$ cat config.mk
export PLATFORM = sky130hd
export DESIGN_NAME = tmds_stream_serializer
export DESIGN_NICKNAME = d
export VERILOG_FILES = /design/src/rtl/tmds_stream_serializer.sv
export SDC_FILE = /design/constraint.sdc
export NUM_CORES = 1
export LEC_CHECK = 0
export ABC_AREA = 1
export CORE_UTILIZATION = 40
export CTS_BUF_LIST = sky130_fd_sc_hd__clkbuf_16
export DETAILED_ROUTE_END_ITERATION = 10
export PLACE_DENSITY = 0.6
export SYNTH_ARGS = -nofsm -noshare
export SYNTH_HDL_FRONTEND = slang
export SYNTH_HIERARCHICAL = 1
export SYNTH_SLANG_ARGS = --single-unit
export TNS_END_PERCENT = 5
$ cat constraint.sdc
create_clock -name clk -period 2.52 [get_ports clk]
set_input_delay 0.504 -clock clk [delete_from_list [all_inputs] [get_ports clk]]
set_output_delay 0.504 -clock clk [all_outputs]
set_load 0.01 [all_outputs]
$ cat src/rtl/tmds_stream_serializer.sv
// TMDS token serializer: a small token FIFO feeding per-channel LSB-first shift registers.
// Define TMDS_SER_UNDERFLOW_CNT_EN to add a saturating 16-bit underflow_count output.
module tmds_chan_shift #(
  parameter int                 TOKEN_W    = 10,
  parameter int                 LANES      = 2,
  parameter logic [TOKEN_W-1:0] IDLE_TOKEN = 10'b1101010100
) (
  input  logic               clk,
  input  logic               rst_n,
  input  logic               idle_i,
  input  logic               load_i,
  input  logic               shift_i,
  input  logic [TOKEN_W-1:0] token_i,
  output logic [LANES-1:0]   lanes_o
);
  logic [TOKEN_W-1:0] sr_q, sr_d;

  always_comb begin
    sr_d = sr_q;
    if (idle_i)       sr_d = IDLE_TOKEN;
    else if (load_i)  sr_d = token_i;
    else if (shift_i) sr_d = sr_q >> LANES;
  end

  always_ff @(posedge clk or negedge rst_n) begin
    if (!rst_n) sr_q <= '0;
    else        sr_q <= sr_d;
  end

  assign lanes_o = sr_q[LANES-1:0];
endmodule

module tmds_stream_serializer #(
  parameter int                 NCHAN      = 3,
  parameter int                 TOKEN_W    = 10,
  parameter int                 LANES      = 2,
  parameter int                 FIFO_DEPTH = 4,
  parameter logic [TOKEN_W-1:0] IDLE_TOKEN = 10'b1101010100
) (
  input  logic                              clk,
  input  logic                              rst_n,
  input  logic                              en,
  input  logic                              in_valid,
  output logic                              in_ready,
  input  logic [NCHAN*TOKEN_W-1:0]          in_token,
  output logic [NCHAN*LANES-1:0]            out_data,
  output logic                              out_load,
  output logic                              underflow,
  output logic [$clog2(FIFO_DEPTH+1)-1:0]   fifo_level
`ifdef TMDS_SER_UNDERFLOW_CNT_EN
  ,output logic [15:0]                      underflow_count
`endif
);
  localparam int SLOTS  = TOKEN_W / LANES;
  localparam int SLOT_W = (SLOTS > 1) ? $clog2(SLOTS) : 1;
  localparam int PTR_W  = (FIFO_DEPTH > 1) ? $clog2(FIFO_DEPTH) : 1;
  localparam int LVL_W  = $clog2(FIFO_DEPTH+1);
  localparam int WORD_W = NCHAN * TOKEN_W;

  logic [FIFO_DEPTH-1:0][WORD_W-1:0] mem_q;
  logic [PTR_W-1:0]  wr_ptr_q, rd_ptr_q;
  logic [LVL_W-1:0]  level_q, level_d;
  logic [SLOT_W-1:0] slot_q, slot_d;
  logic              start_q, rdy_q, load_q, uf_q;
  logic              push, pop, at_last, do_load, fifo_empty, uf_d;
  logic [WORD_W-1:0] head;

  assign push       = in_valid & rdy_q;
  assign fifo_empty = (level_q == '0);
  // start_q stands in for "slot = SLOTS-1" on the first edge after reset,
  // so an enable held high through reset release still loads immediately.
  assign at_last    = start_q | (slot_q == SLOT_W'(SLOTS-1));
  assign do_load    = en & at_last;
  assign pop        = do_load & ~fifo_empty;
  assign uf_d       = do_load & fifo_empty;
  assign head       = mem_q[rd_ptr_q];
  assign level_d    = level_q + LVL_W'(push) - LVL_W'(pop);

  always_comb begin
    slot_d = slot_q;
    if (!en)         slot_d = SLOT_W'(SLOTS-1);
    else if (at_last) slot_d = '0;
    else             slot_d = slot_q + SLOT_W'(1);
  end

  // Storage has no reset; only pointers and occupancy define its contents.
  always_ff @(posedge clk) begin
    if (push) mem_q[wr_ptr_q] <= in_token;
  end

  always_ff @(posedge clk or negedge rst_n) begin
    if (!rst_n) begin
      wr_ptr_q <= '0;
      rd_ptr_q <= '0;
      level_q  <= '0;
      slot_q   <= '0;
      start_q  <= 1'b1;
      rdy_q    <= 1'b0;
      load_q   <= 1'b0;
      uf_q     <= 1'b0;
    end else begin
      if (push) wr_ptr_q <= wr_ptr_q + PTR_W'(1);
      if (pop)  rd_ptr_q <= rd_ptr_q + PTR_W'(1);
      level_q <= level_d;
      slot_q  <= slot_d;
      start_q <= 1'b0;
      rdy_q   <= (level_d < LVL_W'(FIFO_DEPTH));
      load_q  <= do_load;
      uf_q    <= uf_d;
    end
  end

  for (genvar c = 0; c < NCHAN; c++) begin : g_chan
    tmds_chan_shift #(
      .TOKEN_W   (TOKEN_W),
      .LANES     (LANES),
      .IDLE_TOKEN(IDLE_TOKEN)
    ) u_shift (
      .clk    (clk),
      .rst_n  (rst_n),
      .idle_i (~en),
      .load_i (do_load),
      .shift_i(en & ~at_last),
      .token_i(fifo_empty ? IDLE_TOKEN : head[c*TOKEN_W +: TOKEN_W]),
      .lanes_o(out_data[c*LANES +: LANES])
    );
  end

  assign in_ready   = rdy_q;
  assign out_load   = load_q;
  assign underflow  = uf_q;
  assign fifo_level = level_q;

`ifdef TMDS_SER_UNDERFLOW_CNT_EN
  logic [15:0] ucnt_q;
  always_ff @(posedge clk or negedge rst_n) begin
    if (!rst_n)                        ucnt_q <= '0;
    else if (uf_d && ucnt_q != 16'hFFFF) ucnt_q <= ucnt_q + 16'd1;
  end
  assign underflow_count = ucnt_q;
`endif
endmodule
==> flow_summary.yaml, run 1 <==
die:
  initial_core_util_pct: 41.34
  die_width_um: 136.2
  core_um2: 17420
  chipHeight_um: 136.2
  rows: 48
  die-area_um2: 18540
  top_level_ports: 46
critical_path:
  worstPathArrival_ns: 2.56
  crit_fanout: 3
  regToRegStartpoint: "slot_q[0]$_DFF_PN0_"
  startpoint: "slot_q[0]$_DFF_PN0_"
  crit_path_start_kind: "flop"
  crit_path_end_kind: "flop"
  timing.rr.end: "in_ready$_DFF_PN0_"
  reg2regPathDepth: 11
  rrSetupSlack_ns: 0.27
  critPathRequiredTime_ns: 2.83
  timing_worst_setup_path_type: "reg -> reg"
cts:
  clockBufferDepth: 2
  cts_tree: "yes"
  cts_setup_buffers: 0
  clk_pin_slew_worst_paths_ns: 0.06
  hold_buffers: 0
  cts_made_buffers: 17
  clock_latency_ns: 0.43
  cts-root-buf: "clkbuf_16"
  ctsResizeCount: 0
  htreeDepth: 4
  cts.sinks: 164
timing:
  slew_headroom_pct: 48.47
  max_freq_mhz: 444.5
  setup_viol: 0
  tightestPinTransition_ns: 0.7729
  rsz0062_at_grt: "no"
  fin_crit_ns: 2.250
  report.final.slew_viol_count: 0
  timing.final.crit_share_pct: 89.28
  setup_tns_ns: 0
  finalHoldViolCount: 0
  skew_ns: 0.007447
routing:
  antenna_left: 0
  routed_via_density: 4.842
  drc: 0
  routed-via-count: 4890
  first_pass_iters: 4
  drt_iter0_markers: 323
  routedWlPerCell_um: 14.76
  routed_wirelength_um: 14910
finish:
  layout_commonest_cell: "nand2_1"
  seq_area_um2: 4707
  antenna_cells: 0
  nNetsFinal: 815
  syn2layout_area_growth_pct: 17.50
  multi_input_area_um2: 1924
  fin_area_um2: 8461
  drive_gt1_share_pct: 8.790
  mostFrequentLayoutCells: "nand2_1 (299), edfxtp_1 (120), inv_1 (88)"
  fill_cells: 1583
placement:
  dp_hpwl_um: 9133
  place_congestion: 0.8008
  dpl-instance-area_um2: 7858
  port_buffers: 45
yosys:
  syn_area_um2: 7201
  syn_nets: 766
  ys_seq_area_share_pct: 65.35
  syn_inst: 723
  avgSynthCellArea_um2: 9.959
  synth_seq_cells: 164
  synth_warnings: 6
  synth_cell_types: 24
grt:
  antenna_found_initial: 0
  grt_pass1_wl_um: 23990
  grt_max_degree: 63
  grt_pass1_vias: 4738
  grtUsageTotal_pct: 17.61
  overflow: 0
power:
  ir_worst_vdd_uv: 552.3
  p_per_area_nw_per_um2: 1028
  leakage_nw: 3.774
flow_run:
  max-cap-violations: 0
hold_path:
  hp-class: "in -> async"
outcome:
  status: "complete, no violations"
## metal layers
layer,global-route usage [%],part of all wire [%],up-vias
met5,0,0,-
li1,-,-,2399
met1,22.41,44,2380
met4,7.963,2.1,0
met3,3.095,3.3,20
met2,29.30,50,91
## cell usage after synthesis (all sizes together)
cell type / n / share of area, %
inv: 93 / 5.0
xnor2: 2 / 0.24
nand3: 72 / 5.0
a21oi: 23 / 1.6
nand2: 302 / 16
nor2: 15 / 1.2
ha: 8 / 1.4
o21ai: 7 / 0.49
xor2: 2 / 0.24
fa: 1 / 0.28
conb: 1 / 0.052
dfrtp: 43 / 15
buf: 32 / 3.2
dfstp: 1 / 0.36
edfxtp: 120 / 50
nand4: 1 / 0.087
## flip-flops by register name (all words and copies together) (netlist names)
name / count
start_q: 1
slot_q: 3
g_chan.u_shift/sr_q: 30
out_load: 1
mem_q: 120
in_ready: 1
rd_ptr_q: 2
fifo_level: 3
underflow: 1
wr_ptr_q: 2
## area by class of cell
type / instances / area share, %
inverters: 93 / 4.244
well taps: 225 / 3.327
multi-input cells: 434 / 22.74
clock inverters: 15 / 2.100
clock buffers: 17 / 5.028
flip-flops and latches: 164 / 55.63
repair buffers: 62 / 6.921
## worst max-delay path, stage by stage (launching register included)
cell and delay (ns):
dfrtp_1 0.37, inv_1 0.05, ha_1 0.18, nand2_1 0.15, nand2_1 0.10, nand3_1 0.14, inv_1 0.06, ha_1 0.26
inv_1 0.04, ha_1 0.19, fa_1 0.42, xor2_1 0.18
## metrics by stage
stage | setup WS, ns | power (mW) | util [%] | hold WS [ns] | std cells
after detailed placement | 0.1647 | 6.153 | 45.11 | 0.4574 | 978
after global routing | 0.1109 | 9.244 | 48.58 | 0.1993 | 1010
after floorplan | 0.1448 | 5.383 | - | 0.2084 | 723
after CTS | 0.2585 | 8.796 | 48.58 | 0.1652 | 1010
after global placement | 0.2013 | 6.082 | 45.11 | 0.4441 | 978
final | 0.2700 | 8.696 | 48.58 | 0.1468 | 1010
## logic make-up (layout without fill, tap and decap cells)
group / after synthesis / in the layout / synth area share [%]
xor gates and xnor gates: 4 / 4 / 0.4866
adders and majority gates: 9 / 9 / 1.668
other: 1 / 1 / 0.05208
AOI/OAI and AO/OA: 30 / 30 / 2.085
DFF: 164 / 164 / 65.35
and+or+nand+nor: 390 / 390 / 22.14
buffers and inverters: 125 / 187 / 8.219
## how the worst max path moves through the flow
stage	to	slack, ns	depth (start not counted)
2_1_floorplan	mem_q[0]$_DFFE_PP_	0.14	2
3_3_place_gp	in_ready$_DFF_PN0_	0.20	8
3_5_place_dp	in_ready$_DFF_PN0_	0.16	8
4_1_cts	in_ready$_DFF_PN0_	0.26	11
5_1_grt	in_ready$_DFF_PN0_	0.11	11
6_report	in_ready$_DFF_PN0_	0.27	11
## where the power goes
group	switching (mW)	leakage [nW]	total (mW)	internal [mW]
combinational	1.73	1.85	2.56	0.829
sequential	0.150	1.62	3.51	3.36
clock	1.06	0.298	2.62	1.57
(Power assumes the default switching activity.)
==> run 2: changes to the inputs <==
--- a/config.mk
+++ b/config.mk
@@ -6,10 +6,11 @@
 export NUM_CORES = 1
 export LEC_CHECK = 0
 export ABC_AREA = 1
-export CORE_UTILIZATION = 40
+export CAP_MARGIN = 10
+export CORE_UTILIZATION = 50
 export CTS_BUF_LIST = sky130_fd_sc_hd__clkbuf_16
 export DETAILED_ROUTE_END_ITERATION = 10
-export PLACE_DENSITY = 0.6
+export PLACE_DENSITY = 0.72
 export SYNTH_ARGS = -nofsm -noshare
 export SYNTH_HDL_FRONTEND = slang
 export SYNTH_HIERARCHICAL = 1
==> flow_summary.yaml, run 2 (synthesis gave the netlist of run 1 again) <==
outcome:
  status: "complete, no violations"
finish:
  finalNonFillerCells: 962
  largest_register_ffs: 120
  antenna_cells: 0
  fill_cells: 1137
  nNetsFinal: 812
  layout_commonest_cell: "nand2_1"
  drive_gt1_share_pct: 8.568
  seq_area_um2: 4707
  syn2layout_area_growth_pct: 16.96
  regMostFlops: "mem_q"
  reg_top3: "mem_q (120), g_chan.u_shift/sr_q (30)"
  multi_input_area_um2: 1924
  mostFrequentLayoutCells: "nand2_1 (299), edfxtp_1 (120), inv_1 (89)"
timing:
  rsz0062_at_grt: "no"
  timing.final.crit_share_pct: 89.08
  skew_ns: 0.005729
  setup_tns_ns: 0
  slew_headroom_pct: 53.96
  setup_slack_ns: 0.2752
  setup_viol: 0
  max_freq_mhz: 445.5
  tightestPinTransition_ns: 0.6906
  fin_crit_ns: 2.245
  report.final.slew_viol_count: 0
  finalHoldViolCount: 0
cts:
  cts_tree: "yes"
  cts_made_buffers: 17
  cts.sinks: 164
  cts-root-buf: "clkbuf_16"
  clock_latency_ns: 0.42
  clk_pin_slew_worst_paths_ns: 0.06
  htreeDepth: 4
  cts_setup_buffers: 0
  ctsResizeCount: 0
  clockBufferDepth: 2
  hold_buffers: 0
die:
  die-area_um2: 14890
  die_width_um: 122.0
  initial_core_util_pct: 51.48
  top_level_ports: 46
  rows: 43
  core_um2: 13990
  chipHeight_um: 122.0
grt:
  overflow: 0
  antenna_found_initial: 0
  grtUsageTotal_pct: 21.09
  grt_pass1_wl_um: 23430
  grt_pass1_vias: 4755
  grt_max_degree: 63
critical_path:
  rrSetupSlack_ns: 0.28
  crit_path_end_kind: "flop"
  critPathRequiredTime_ns: 2.82
  timing_worst_setup_path_type: "reg -> reg"
  worstPathArrival_ns: 2.54
  crit_fanout: 3
  crit_path_start_kind: "flop"
routing:
  routedWlPerCell_um: 14.72
  routed_via_density: 5.097
  first_pass_iters: 5
  routed_wirelength_um: 14160
  antenna_left: 0
  drt_iter0_markers: 369
  routed-via-count: 4903
  drc: 0
power:
  p_per_area_nw_per_um2: 1027
  leakage_nw: 3.761
  p_total_mw: 8.650
  ir_worst_vdd_uv: 610.8
placement:
  pre_cts_ws_ns: 0.1904
  dp_cells: 930
  place_congestion: 0.7832
  dp_hpwl_um: 8403
  port_buffers: 45
hold_path:
  hp-class: "in -> async"
flow_run:
  max-cap-violations: 0
-- run 2: worst max-delay path: stages (launching register included) --
cell and delay [ns]:
dfrtp_1 0.37, inv_1 0.05, ha_1 0.19, nand2_1 0.14, nand2_1 0.11, nand3_1 0.13, inv_1 0.06, ha_1 0.26
inv_1 0.04, ha_1 0.18, fa_1 0.42, xor2_1 0.18
-- run 2: worst paths after layout --
| kind | from | end | cells after the start |
|---|---|---|---|
| max | slot_q[0]$_DFF_PN0_ | in_ready$_DFF_PN0_ | 11 |
| min | rst_n | wr_ptr_q[1]$_DFFE_PN0P_ | 1 |
| max reg2reg | slot_q[0]$_DFF_PN0_ | in_ready$_DFF_PN0_ | 11 |
| min reg2reg | slot_q[0]$_DFF_PN0_ | slot_q[0]$_DFF_PN0_ | 1 |
| max in group asynchronous | rst_n | g_chan[1].u_shift/sr_q[9]$_DFFE_PN0P_ | 2 |
| min in group clk | slot_q[0]$_DFF_PN0_ | slot_q[0]$_DFF_PN0_ | 1 |
-- run 2: report_power, final --
group	leakage (nW)	switching (mW)	internal, mW
clock network	0.290	1.02	1.55
registers	1.62	0.156	3.36
logic	1.85	1.70	0.862
-- run 2: cell type report --
| class | count | area share (%) |
|---|---|---|
| flip-flops and latches | 164 | 55.89 |
| clock inverters | 15 | 1.991 |
| inverters | 93 | 4.264 |
| repair buffers | 59 | 7.280 |
| well taps | 180 | 2.674 |
| multi-input cells | 434 | 22.85 |
| clock buffers | 17 | 5.051 |
-- run 2: stage by stage --
step	util [%]	hold slack [ns]	cell area, um^2
2_1_floorplan	-	0.2084	7201
5_1_grt	60.21	0.1800	8422
6_report	60.21	0.1281	8422
3_5_place_dp	55.97	0.4555	7829
4_1_cts	60.21	0.1385	8422
3_3_place_gp	55.97	0.4426	7829
-- run 2: routing by layer --
| layer | GRT usage, % | up-vias | part of all wire (%) |
|---|---|---|---|
| met5 | 0 | - | 0 |
| met4 | 6.944 | 0 | 1.4 |
| met3 | 4.775 | 19 | 5.3 |
| met2 | 35.63 | 137 | 50 |
| met1 | 26.80 | 2356 | 43 |
| li1 | - | 2391 | - |
==> run 3: changes to the inputs <==
--- a/config.mk
+++ b/config.mk
@@ -7,10 +7,10 @@
 export LEC_CHECK = 0
 export ABC_AREA = 1
 export CAP_MARGIN = 10
-export CORE_UTILIZATION = 50
+export CORE_UTILIZATION = 35
 export CTS_BUF_LIST = sky130_fd_sc_hd__clkbuf_16
 export DETAILED_ROUTE_END_ITERATION = 10
-export PLACE_DENSITY = 0.72
+export PLACE_DENSITY = 0.54
 export SYNTH_ARGS = -nofsm -noshare
 export SYNTH_HDL_FRONTEND = slang
 export SYNTH_HIERARCHICAL = 1
==> flow_summary.yaml, run 3 (synthesis gave the netlist of run 1 again) <==
power:
  leakage_nw: 3.771
  ir_worst_vdd_uv: 538.4
  p_per_area_nw_per_um2: 996.7
timing:
  whs_ns: 0.07344
  fin_crit_ns: 2.227
  finalHoldViolCount: 0
  slew_headroom_pct: 55.08
  setup_viol: 0
  setup_tns_ns: 0
  rsz0062_at_grt: "no"
  timing.final.crit_share_pct: 88.36
  report.final.slew_viol_count: 0
  max_freq_mhz: 449.1
  tightestPinTransition_ns: 0.6739
  skew_ns: 0.01310
critical_path:
  crit_path_end_kind: "flop"
  regToRegStartpoint: "slot_q[0]$_DFF_PN0_"
  crit_fanout: 3
  crit_path_start_kind: "flop"
  reg2regPathDepth: 11
  critPathRequiredTime_ns: 2.83
  crit_chain: "inv_1 > ha_1 > nand2_1 > nand2_1 > nand3_1 > inv_1 > ha_1 > inv_1 > ha_1 > fa_1 > xor2_1"
  timing_worst_setup_path_type: "reg -> reg"
  timing.rr.end: "in_ready$_DFF_PN0_"
  critPathMaxStageDelay_ns: 0.41
  worstPathArrival_ns: 2.54
  rrSetupSlack_ns: 0.29
  cpMaxStageDelayCell: "fa_1"
finish:
  syn2layout_area_growth_pct: 18.44
  largest_register_ffs: 120
  mostFrequentLayoutCells: "nand2_1 (299), edfxtp_1 (120), inv_1 (88)"
  regMostFlops: "mem_q"
  antenna_cells: 0
  drive_gt1_share_pct: 9.160
  fin_area_um2: 8528
  nNetsFinal: 816
  layout_commonest_cell: "nand2_1"
  reg_top3: "mem_q (120), g_chan.u_shift/sr_q (30)"
grt:
  grt_pass1_wl_um: 24050
  grtUsageTotal_pct: 15.05
  grt_max_degree: 63
  antenna_found_initial: 0
  overflow: 0
  grt_pass1_vias: 4520
cts:
  clk_pin_slew_worst_paths_ns: 0.07
  cts_setup_buffers: 0
  clockBufferDepth: 2
  clock_latency_ns: 0.43
  hold_buffers: 0
  cts.sinks: 164
  cts-root-buf: "clkbuf_16"
  cts_made_buffers: 17
  ctsResizeCount: 0
  htreeDepth: 4
  cts_tree: "yes"
routing:
  drt_iter0_markers: 236
  antenna_left: 0
  routed_wirelength_um: 14630
  drc: 1
  routed_via_density: 4.436
  routed-via-count: 4684
  routedWlPerCell_um: 13.86
  first_pass_iters: 7
placement:
  dpl-instance-area_um2: 7984
  place_congestion: 0.7528
  dp_hpwl_um: 9026
  port_buffers: 45
outcome:
  status: "finished, violations left"
  violations: "DRC"
die:
  core_um2: 20170
  die-area_um2: 21150
  chipHeight_um: 145.4
  rows: 52
  top_level_ports: 46
  die_width_um: 145.4
  initial_core_util_pct: 35.70
hold_path:
  hp-class: "in -> async"
flow_run:
  max-cap-violations: 0
run 3: cell types whose count changed in the layout (fill, tap and decap cells not counted):
cell | before | now
buf_12 | 5 | 6
buf_4 | 9 | 12
bufinv_16 | 3 | 0
clkinv_2 | 5 | 4
clkinv_4 | 3 | 2
clkinvlp_4 | 3 | 0
inv_1 | 89 | 88
inv_6 | 0 | 8
inv_8 | 0 | 1
run 3: how the worst max path moves through the flow:
| stage | startpoint | endpoint | slack, ns | depth (start not counted) |
|---|---|---|---|---|
| 3_5_place_dp | en | in_ready$_DFF_PN0_ | 0.18 | 8 |
| 2_1_floorplan | in_valid | mem_q[0]$_DFFE_PP_ | 0.14 | 2 |
| 6_report | slot_q[0]$_DFF_PN0_ | in_ready$_DFF_PN0_ | 0.29 | 11 |
| 4_1_cts | slot_q[0]$_DFF_PN0_ | in_ready$_DFF_PN0_ | 0.27 | 11 |
| 5_1_grt | slot_q[0]$_DFF_PN0_ | in_ready$_DFF_PN0_ | 0.12 | 11 |
| 3_3_place_gp | en | in_ready$_DFF_PN0_ | 0.21 | 8 |
run 3: worst max-delay path: cells and delay by family, from the launching register on:
kind	cells	cell delay (ns)
fa+ha+maj	4	1.03
simple gates	3	0.38
flops	1	0.37
xor+xnor	1	0.18
buf+inv	3	0.15
run 3: power breakdown:
group	switching (mW)	internal (mW)	leakage (nW)	total [mW]
combinational	1.71	0.888	1.87	2.60
sequential	0.154	3.36	1.62	3.51
clock	1.10	1.29	0.276	2.39
run 3: area by class of cell:
class	instances	area [um^2]
Clock buffer	17	425.4
Sequential cell	164	4707
Multi-Input combinational cell	434	1924
Inverter	93	359.1
Fill cell	1956	11640
Clock inverter	15	118.9
Timing Repair Buffer	63	655.6
Tap cell	270	337.8
run 3: stage by stage:
| step | total power, mW | utilization [%] | worst slack [ns] | cells |
|---|---|---|---|---|
| 5_1_grt | 9.083 | 42.28 | 0.1239 | 1056 |
| 3_3_place_gp | 6.216 | 39.58 | 0.2115 | 1024 |
| 6_report | 8.500 | 42.28 | 0.2934 | 1056 |
| 4_1_cts | 8.638 | 42.28 | 0.2743 | 1056 |
| 3_5_place_dp | 6.231 | 39.58 | 0.1767 | 1024 |
| 2_1_floorplan | 5.383 | - | 0.1448 | 723 |
run 3: per-layer routing:
layer  GRT usage [%]  up-vias  wire length, um
met2           25.84       82             7194
met5               0        -                0
met4           5.526        0              183
met1           18.69     2190             6541
li1                -     2399                -
met3           3.166       13              711
==> RTL change 1 (flow settings as in run 3) <==
`LANES` is set to 2 in 2 places; all go to 4.
--- a/src/rtl/tmds_stream_serializer.sv
+++ b/src/rtl/tmds_stream_serializer.sv
@@ -2,7 +2,7 @@
 // Define TMDS_SER_UNDERFLOW_CNT_EN to add a saturating 16-bit underflow_count output.
 module tmds_chan_shift #(
   parameter int                 TOKEN_W    = 10,
-  parameter int                 LANES      = 2,
+  parameter int                 LANES      = 4,
   parameter logic [TOKEN_W-1:0] IDLE_TOKEN = 10'b1101010100
 ) (
   input  logic               clk,
@@ -33,7 +33,7 @@
 module tmds_stream_serializer #(
   parameter int                 NCHAN      = 3,
   parameter int                 TOKEN_W    = 10,
-  parameter int                 LANES      = 2,
+  parameter int                 LANES      = 4,
   parameter int                 FIFO_DEPTH = 4,
   parameter logic [TOKEN_W-1:0] IDLE_TOKEN = 10'b1101010100
 ) (
Interface: changed (resized out_data); port bits go from 46 to 52. The function was not compared with the original's and may differ.
==> RTL change 1 against run 3 <==
First-iteration DRC count shrank 11%; synthesized cell count shrank 3.6%; cell area shrank 2.4%; area after synthesis shrank 2.1%; utilization grew 0.19 points; power shrank 1.5%; worst hold slack gained 0.12 ns; setup slack gained 0.27 ns; sequential power is essentially flat; sequential cell count shrank 2; wire length grew 0.98%; die area shrank 2.0%; critical path type is now in -> reg.
==> RTL change 1: results (changes against run 3) <==
| Metric | Value |
|---|---|
| Detailed Route Iter0 Violations | `209 (-11%)` |
| Post-Place Cells | `990 (-3.3%)` |
| Worst R2R Setup Slack | `0.57 ns (+0.28 ns)` |
| Number of global-route vias before repair | `4662 (+3.1%)` |
| Crit path launch | `en` |
| Max-Slew Margin vs Limit | `43.1% (-12 points)` |
| Switch Pwr | `2.89 mW (-2.6%)` |
| Xor/xnor share of the synthesized area | `0.373% (-0.11 points)` |
| # fillers | `1872 (-4.3%)` |
| Synth Area in Compound Gates | `2.84% (+0.75 points)` |
| Via density per instance | `4.53 (+2.0%)` |
| Met3 WL post-DR | `635 um (-11%)` |
| Hold WC Path Type | `in -> async` |
| TritonRoute pass-1 iters | `4 (-3)` |
| Synth top area cells | `edfxtp_1, dfrtp_1, nand2_1, nand3_1, inv_1` |
| TritonCTS Buffers | `17 (unchanged)` |
| Status | `complete, no violations` |
| Seq pwr share | `41.8% (+0.5 points)` |
| WL/cell | `14.5 um (+4.3%)` |
| CTS Buffer Depth | `2 (unchanged)` |
| Commonest cells in the netlist | `nand2_1, edfxtp_1, inv_1` |
| Worst reg2reg endpoint | `fifo_level[2]$_DFF_PN0_` |
| Initial antenna violation count | `0 (unchanged)` |
| Clock skew | `0.00957 ns (-0.00354 ns)` |
| Reg2reg start | `fifo_level[1]$_DFF_PN0_` |
| Worst VDD drop | `0.417 mV (-23%)` |
| Placer Congestion | `0.778 (+3.3%)` |
| Largest Register | `mem_q` |
| Avg Inst Size Synth | `10.1 sq um (+1.6%)` |
| # diodes | `0 (unchanged)` |
| Met2 Usage GRT | `26.0% (+0.12 points)` |
| Post-synthesis sequential area ratio | `66.0% (+0.66 points)` |
| Buffers added on ports | `51 (+13%)` |
| Ys async rst share | `25.9% (-0.90 points)` |
| Gr usage total | `15.7% (+0.70 points)` |
| Post-CTS Setup Bufs | `0 (unchanged)` |
| Nets | `785 (-3.8%)` |
| DRT met1 WL | `6550 um (+0.20%)` |
| Prevailing post-synth register cell | `edfxtp_1` |
| Layout cells sized above 1 | `9.38% (+0.22 points)` |
| Clock root buffer | `clkbuf_16` |
| Mapped Nets | `738 (-3.7%)` |
| GRT met3 Usage | `3.57% (+0.40 points)` |
| EDFF count, synth | `120 (unchanged)` |
| Routed via count | `4626 (-1.2%)` |
| GRT met1 Usage | `19.9% (+1.2 points)` |
| Routed wl met2 | `7270 um (+1.0%)` |
| Synth Area in Adders | `1.35% (-0.32 points)` |
| Post-DP HPWL | `9110 um (+0.94%)` |
| Crit path kind | `in -> reg` |
| Clock slew at reported path FFs | `roughly 0.06 ns` |
| Leakage power | `3.56 nW (-5.7%)` |
| R2r worst-path depth | `9 (-2)` |
| Post-synthesis mux area share | `0% (unchanged)` |
| First-pass GRT wire length | `24100 um (+0.20%)` |
| H-tree levels | `4 (unchanged)` |
| Clock group power | `2.31 mW (-3%)` |
| Synth cell types | `23 (-4.2%)` |
-- RTL change 1: through the flow --
| step | total power, mW | setup slack (ns) | area, sq um | hold WS, ns |
|---|---|---|---|---|
| 4_1_cts | 8.53 | 0.548 | 8320 | 0.211 |
| 2_1_floorplan | 5.36 | 0.0215 | 7060 | 0.208 |
| 6_report | 8.37 | 0.561 | 8320 | 0.190 |
| 3_5_place_dp | 6.19 | 0.120 | 7790 | 0.458 |
| 3_3_place_gp | 6.13 | 0.148 | 7790 | 0.457 |
| 5_1_grt | 8.96 | 0.465 | 8320 | 0.270 |
-- RTL change 1: final cells by class --
class / count / area (sq um) / area share [%]
Clock buffer: 17 / 425 / 5.11
Clock inverter: 15 / 108 / 1.29
Inverter: 91 / 352 / 4.23
Multi-Input combinational cell: 406 / 1780 / 21.4
Sequential cell: 162 / 4660 / 56.0
Tap cell: 265 / 332 / 3.98
Timing Repair Buffer: 66 / 668 / 8.03
==> RTL change 2 (config.mk and constraints of run 3) <==
Made on the original files. Register the output `fifo_level` once more; this adds one clock of latency there. The other outputs are not delayed to match.
--- a/src/rtl/tmds_stream_serializer.sv
+++ b/src/rtl/tmds_stream_serializer.sv
@@ -129,7 +129,9 @@
   assign in_ready   = rdy_q;
   assign out_load   = load_q;
   assign underflow  = uf_q;
-  assign fifo_level = level_q;
+  always_ff @(posedge clk) begin
+    fifo_level <= level_q;
+  end
 
 `ifdef TMDS_SER_UNDERFLOW_CNT_EN
   logic [15:0] ucnt_q;
Function: changed (a bounded check fails within 4 cycles, from zero or initial values and one cycle with rst_n low).
==> RTL change 2 against run 3 <==
Sequential share of layout area fell by 0.096 points; sequential cell count rose by 3; cell area up 1.5%; utilization is 0.34 points higher; cell count grew 0.57%; power is 4.1% higher; area after synthesis grew 0.78%; clock skew grew 0.0015 ns; sequential power is 3% higher; wire length up 2.1%; setup slack improved by 0.036 ns; critical path type unchanged; largest cell class unchanged; synthesized cell count increased by 0.41%; die area increased by 0.77%.
==> RTL change 2: results (changes against run 3) <==
| Metric | Value |
|---|---|
| Status | `complete, no violations` |
| H-tree levels | `4 (unchanged)` |
| CTS resizes | `0 (unchanged)` |
| Via density per instance | `4.43 (about the same)` |
| Xor/xnor share of the synthesized area | `0.483% (-0.0038 points)` |
| Clk Latency, worst-skew pair | `0.43 ns (about the same)` |
| Crit Path Max Fanout | `3 (unchanged)` |
| Critical path arrival | `2.50 ns (-0.04 ns)` |
| Clock skew | `0.0146 ns (+0.00152 ns)` |
| Slew @ Worst Pin | `0.786 ns (+0.112 ns)` |
| TritonRoute pass-1 iters | `4 (-3)` |
| Post-DP HPWL | `9270 um (+2.7%)` |
| Non-Filler Instances | `1062 (+0.57%)` |
| Final WL | `14900 um (+2.1%)` |
| # diodes | `0 (unchanged)` |
| Met3 WL post-DR | `513 um (-28%)` |
| Layout cells sized above 1 | `9.47% (+0.31 points)` |
| TritonCTS Buffers | `17 (unchanged)` |
| Synth Area in Adders | `1.66% (-0.013 points)` |
| Commonest cells in the netlist | `nand2_1, edfxtp_1, inv_1` |
| Largest net degree at the start of global routing | `63 (unchanged)` |
| Pre-CTS WS | `0.236 ns (+0.0592 ns)` |
| Max-cap violations | `0 (unchanged)` |
| Number of global-route vias before repair | `4587 (+1.5%)` |
| Biggest regs | `mem_q x120, g_chan.u_shift/sr_q x30` |
| Detailed Route Iter0 Violations | `253 (+7.2%)` |
| Post-CTS Setup Bufs | `0 (unchanged)` |
| Worst VDD drop | `0.571 mV (+6.0%)` |
| Clock slew at reported path FFs | `0.07 ns (about the same)` |
| Mapped Nets | `769 (+0.39%)` |
| Synth cell types | `25 (+4.2%)` |
| Post-Synthesis Cells | `726 (+0.41%)` |
| Nets | `822 (+0.74%)` |
| Synth top area cells | `edfxtp_1, nand2_1, dfrtp_1, nand3_1, inv_1` |
| First-pass GRT wire length | `25100 um (+4.5%)` |
| Synth top area share | `49.7% (-0.39 points)` |
| Leakage power | `3.83 nW (+1.5%)` |
| Placer Congestion | `0.737 (-2.1%)` |
| Yosys Warn Count | `6 (unchanged)` |
| Post-synthesis sequential area ratio | `65.7% (+0.32 points)` |
| Ys async rst share | `26.3% (-0.48 points)` |
| Gr usage total | `15.6% (+0.56 points)` |
| Routed wl met2 | `7090 um (-1.5%)` |
| # fillers | `1956 (unchanged)` |
| Top sig layer | `met4` |
| CTS Buffer Depth | `2 (unchanged)` |
| Synth Area in Compound Gates | `2.07% (-0.016 points)` |
| Post-Place Cells | `1030 (+0.59%)` |
| Buffers added on ports | `45 (unchanged)` |
| DRT met1 WL | `7230 um (+11%)` |
| Crit path launch | `slot_q[0]$_DFF_PN0_` |
| Hold WC Path Type | `in -> async` |
RTL change 2: cell types whose count changed in the layout (fill, tap and decap cells not counted), moves of 3 or more:
cell and delta:
buf_4 +6, inv_6 -5, inv_8 +5, clkinv_2 -4, clkinv_8 +4, buf_12 -3
dfxtp_1 +3
RTL change 2: per-stage QoR:
step / cell area, sq um / hold slack (ns) / util [%]
finish: 8650 / 0.160 / 42.6
global route: 8650 / 0.202 / 42.6
global placement: 8030 / 0.379 / 39.6
floorplan: 7260 / 0.208 / -
CTS: 8650 / 0.171 / 42.6
detailed placement: 8030 / 0.382 / 39.6
RTL change 2: power by group:
part | switching (mW) | leakage (nW) | internal (mW)
sequential | 0.186 | 1.65 | 3.43
combinational | 1.71 | 1.88 | 0.872
clock | 1.22 | 0.305 | 1.44
RTL change 2: kinds of logic (layout without fill, tap and decap cells):
logic type,after synthesis,count (layout)
other,1,1
XOR/XNOR,4,4
AO/OA/AOI/OAI,30,30
buffers and inverters,125,191
flip-flops,167,167
adder cells (fa/ha/maj),9,9
AND/OR/NAND/NOR,390,390
RTL change 2: final timing paths:
check / end / slack [ns] / cells past startpoint
worst max-delay path: in_ready$_DFF_PN0_ / 0.33 / 11
worst min-delay path: g_chan[2].u_shift/sr_q[1]$_DFFE_PN0P_ / 0.16 / 1
worst max register to register: in_ready$_DFF_PN0_ / 0.33 / 11
worst min register to register: fifo_level[2]$_DFF_P_ / 0.40 / 0
max in group asynchronous: rd_ptr_q[0]$_DFFE_PN0P_ / 1.72 / 2
min in group clk: fifo_level[2]$_DFF_P_ / 0.40 / 0
RTL change 2: critical path, stage by stage, from the launching register on:
cell	delay, ns
dfrtp_1	0.37
inv_1	0.05
ha_1	0.19
nand2_1	0.14
nand2_1	0.11
nand3_1	0.11
inv_1	0.05
ha_1	0.26
inv_1	0.04
ha_1	0.18
fa_1	0.41
xor2_1	0.17
RTL change 2: final cells by class:
class	count	share of cell area, %
clock buffer	17	4.92
clock inverter	15	2.28
inverter	93	4.15
multi-input combinational	434	22.2
sequential	167	55.1
tap	270	3.90
timing repair buffer	66	7.40
RTL change 2: per-layer routing:
layer | GRT usage (%) | vias to the layer above
li1 | - | 2423
met5 | 0 | -
met3 | 3.42 | 5
met1 | 21.4 | 2201
met2 | 24.8 | 80
met4 | 4.74 | 0
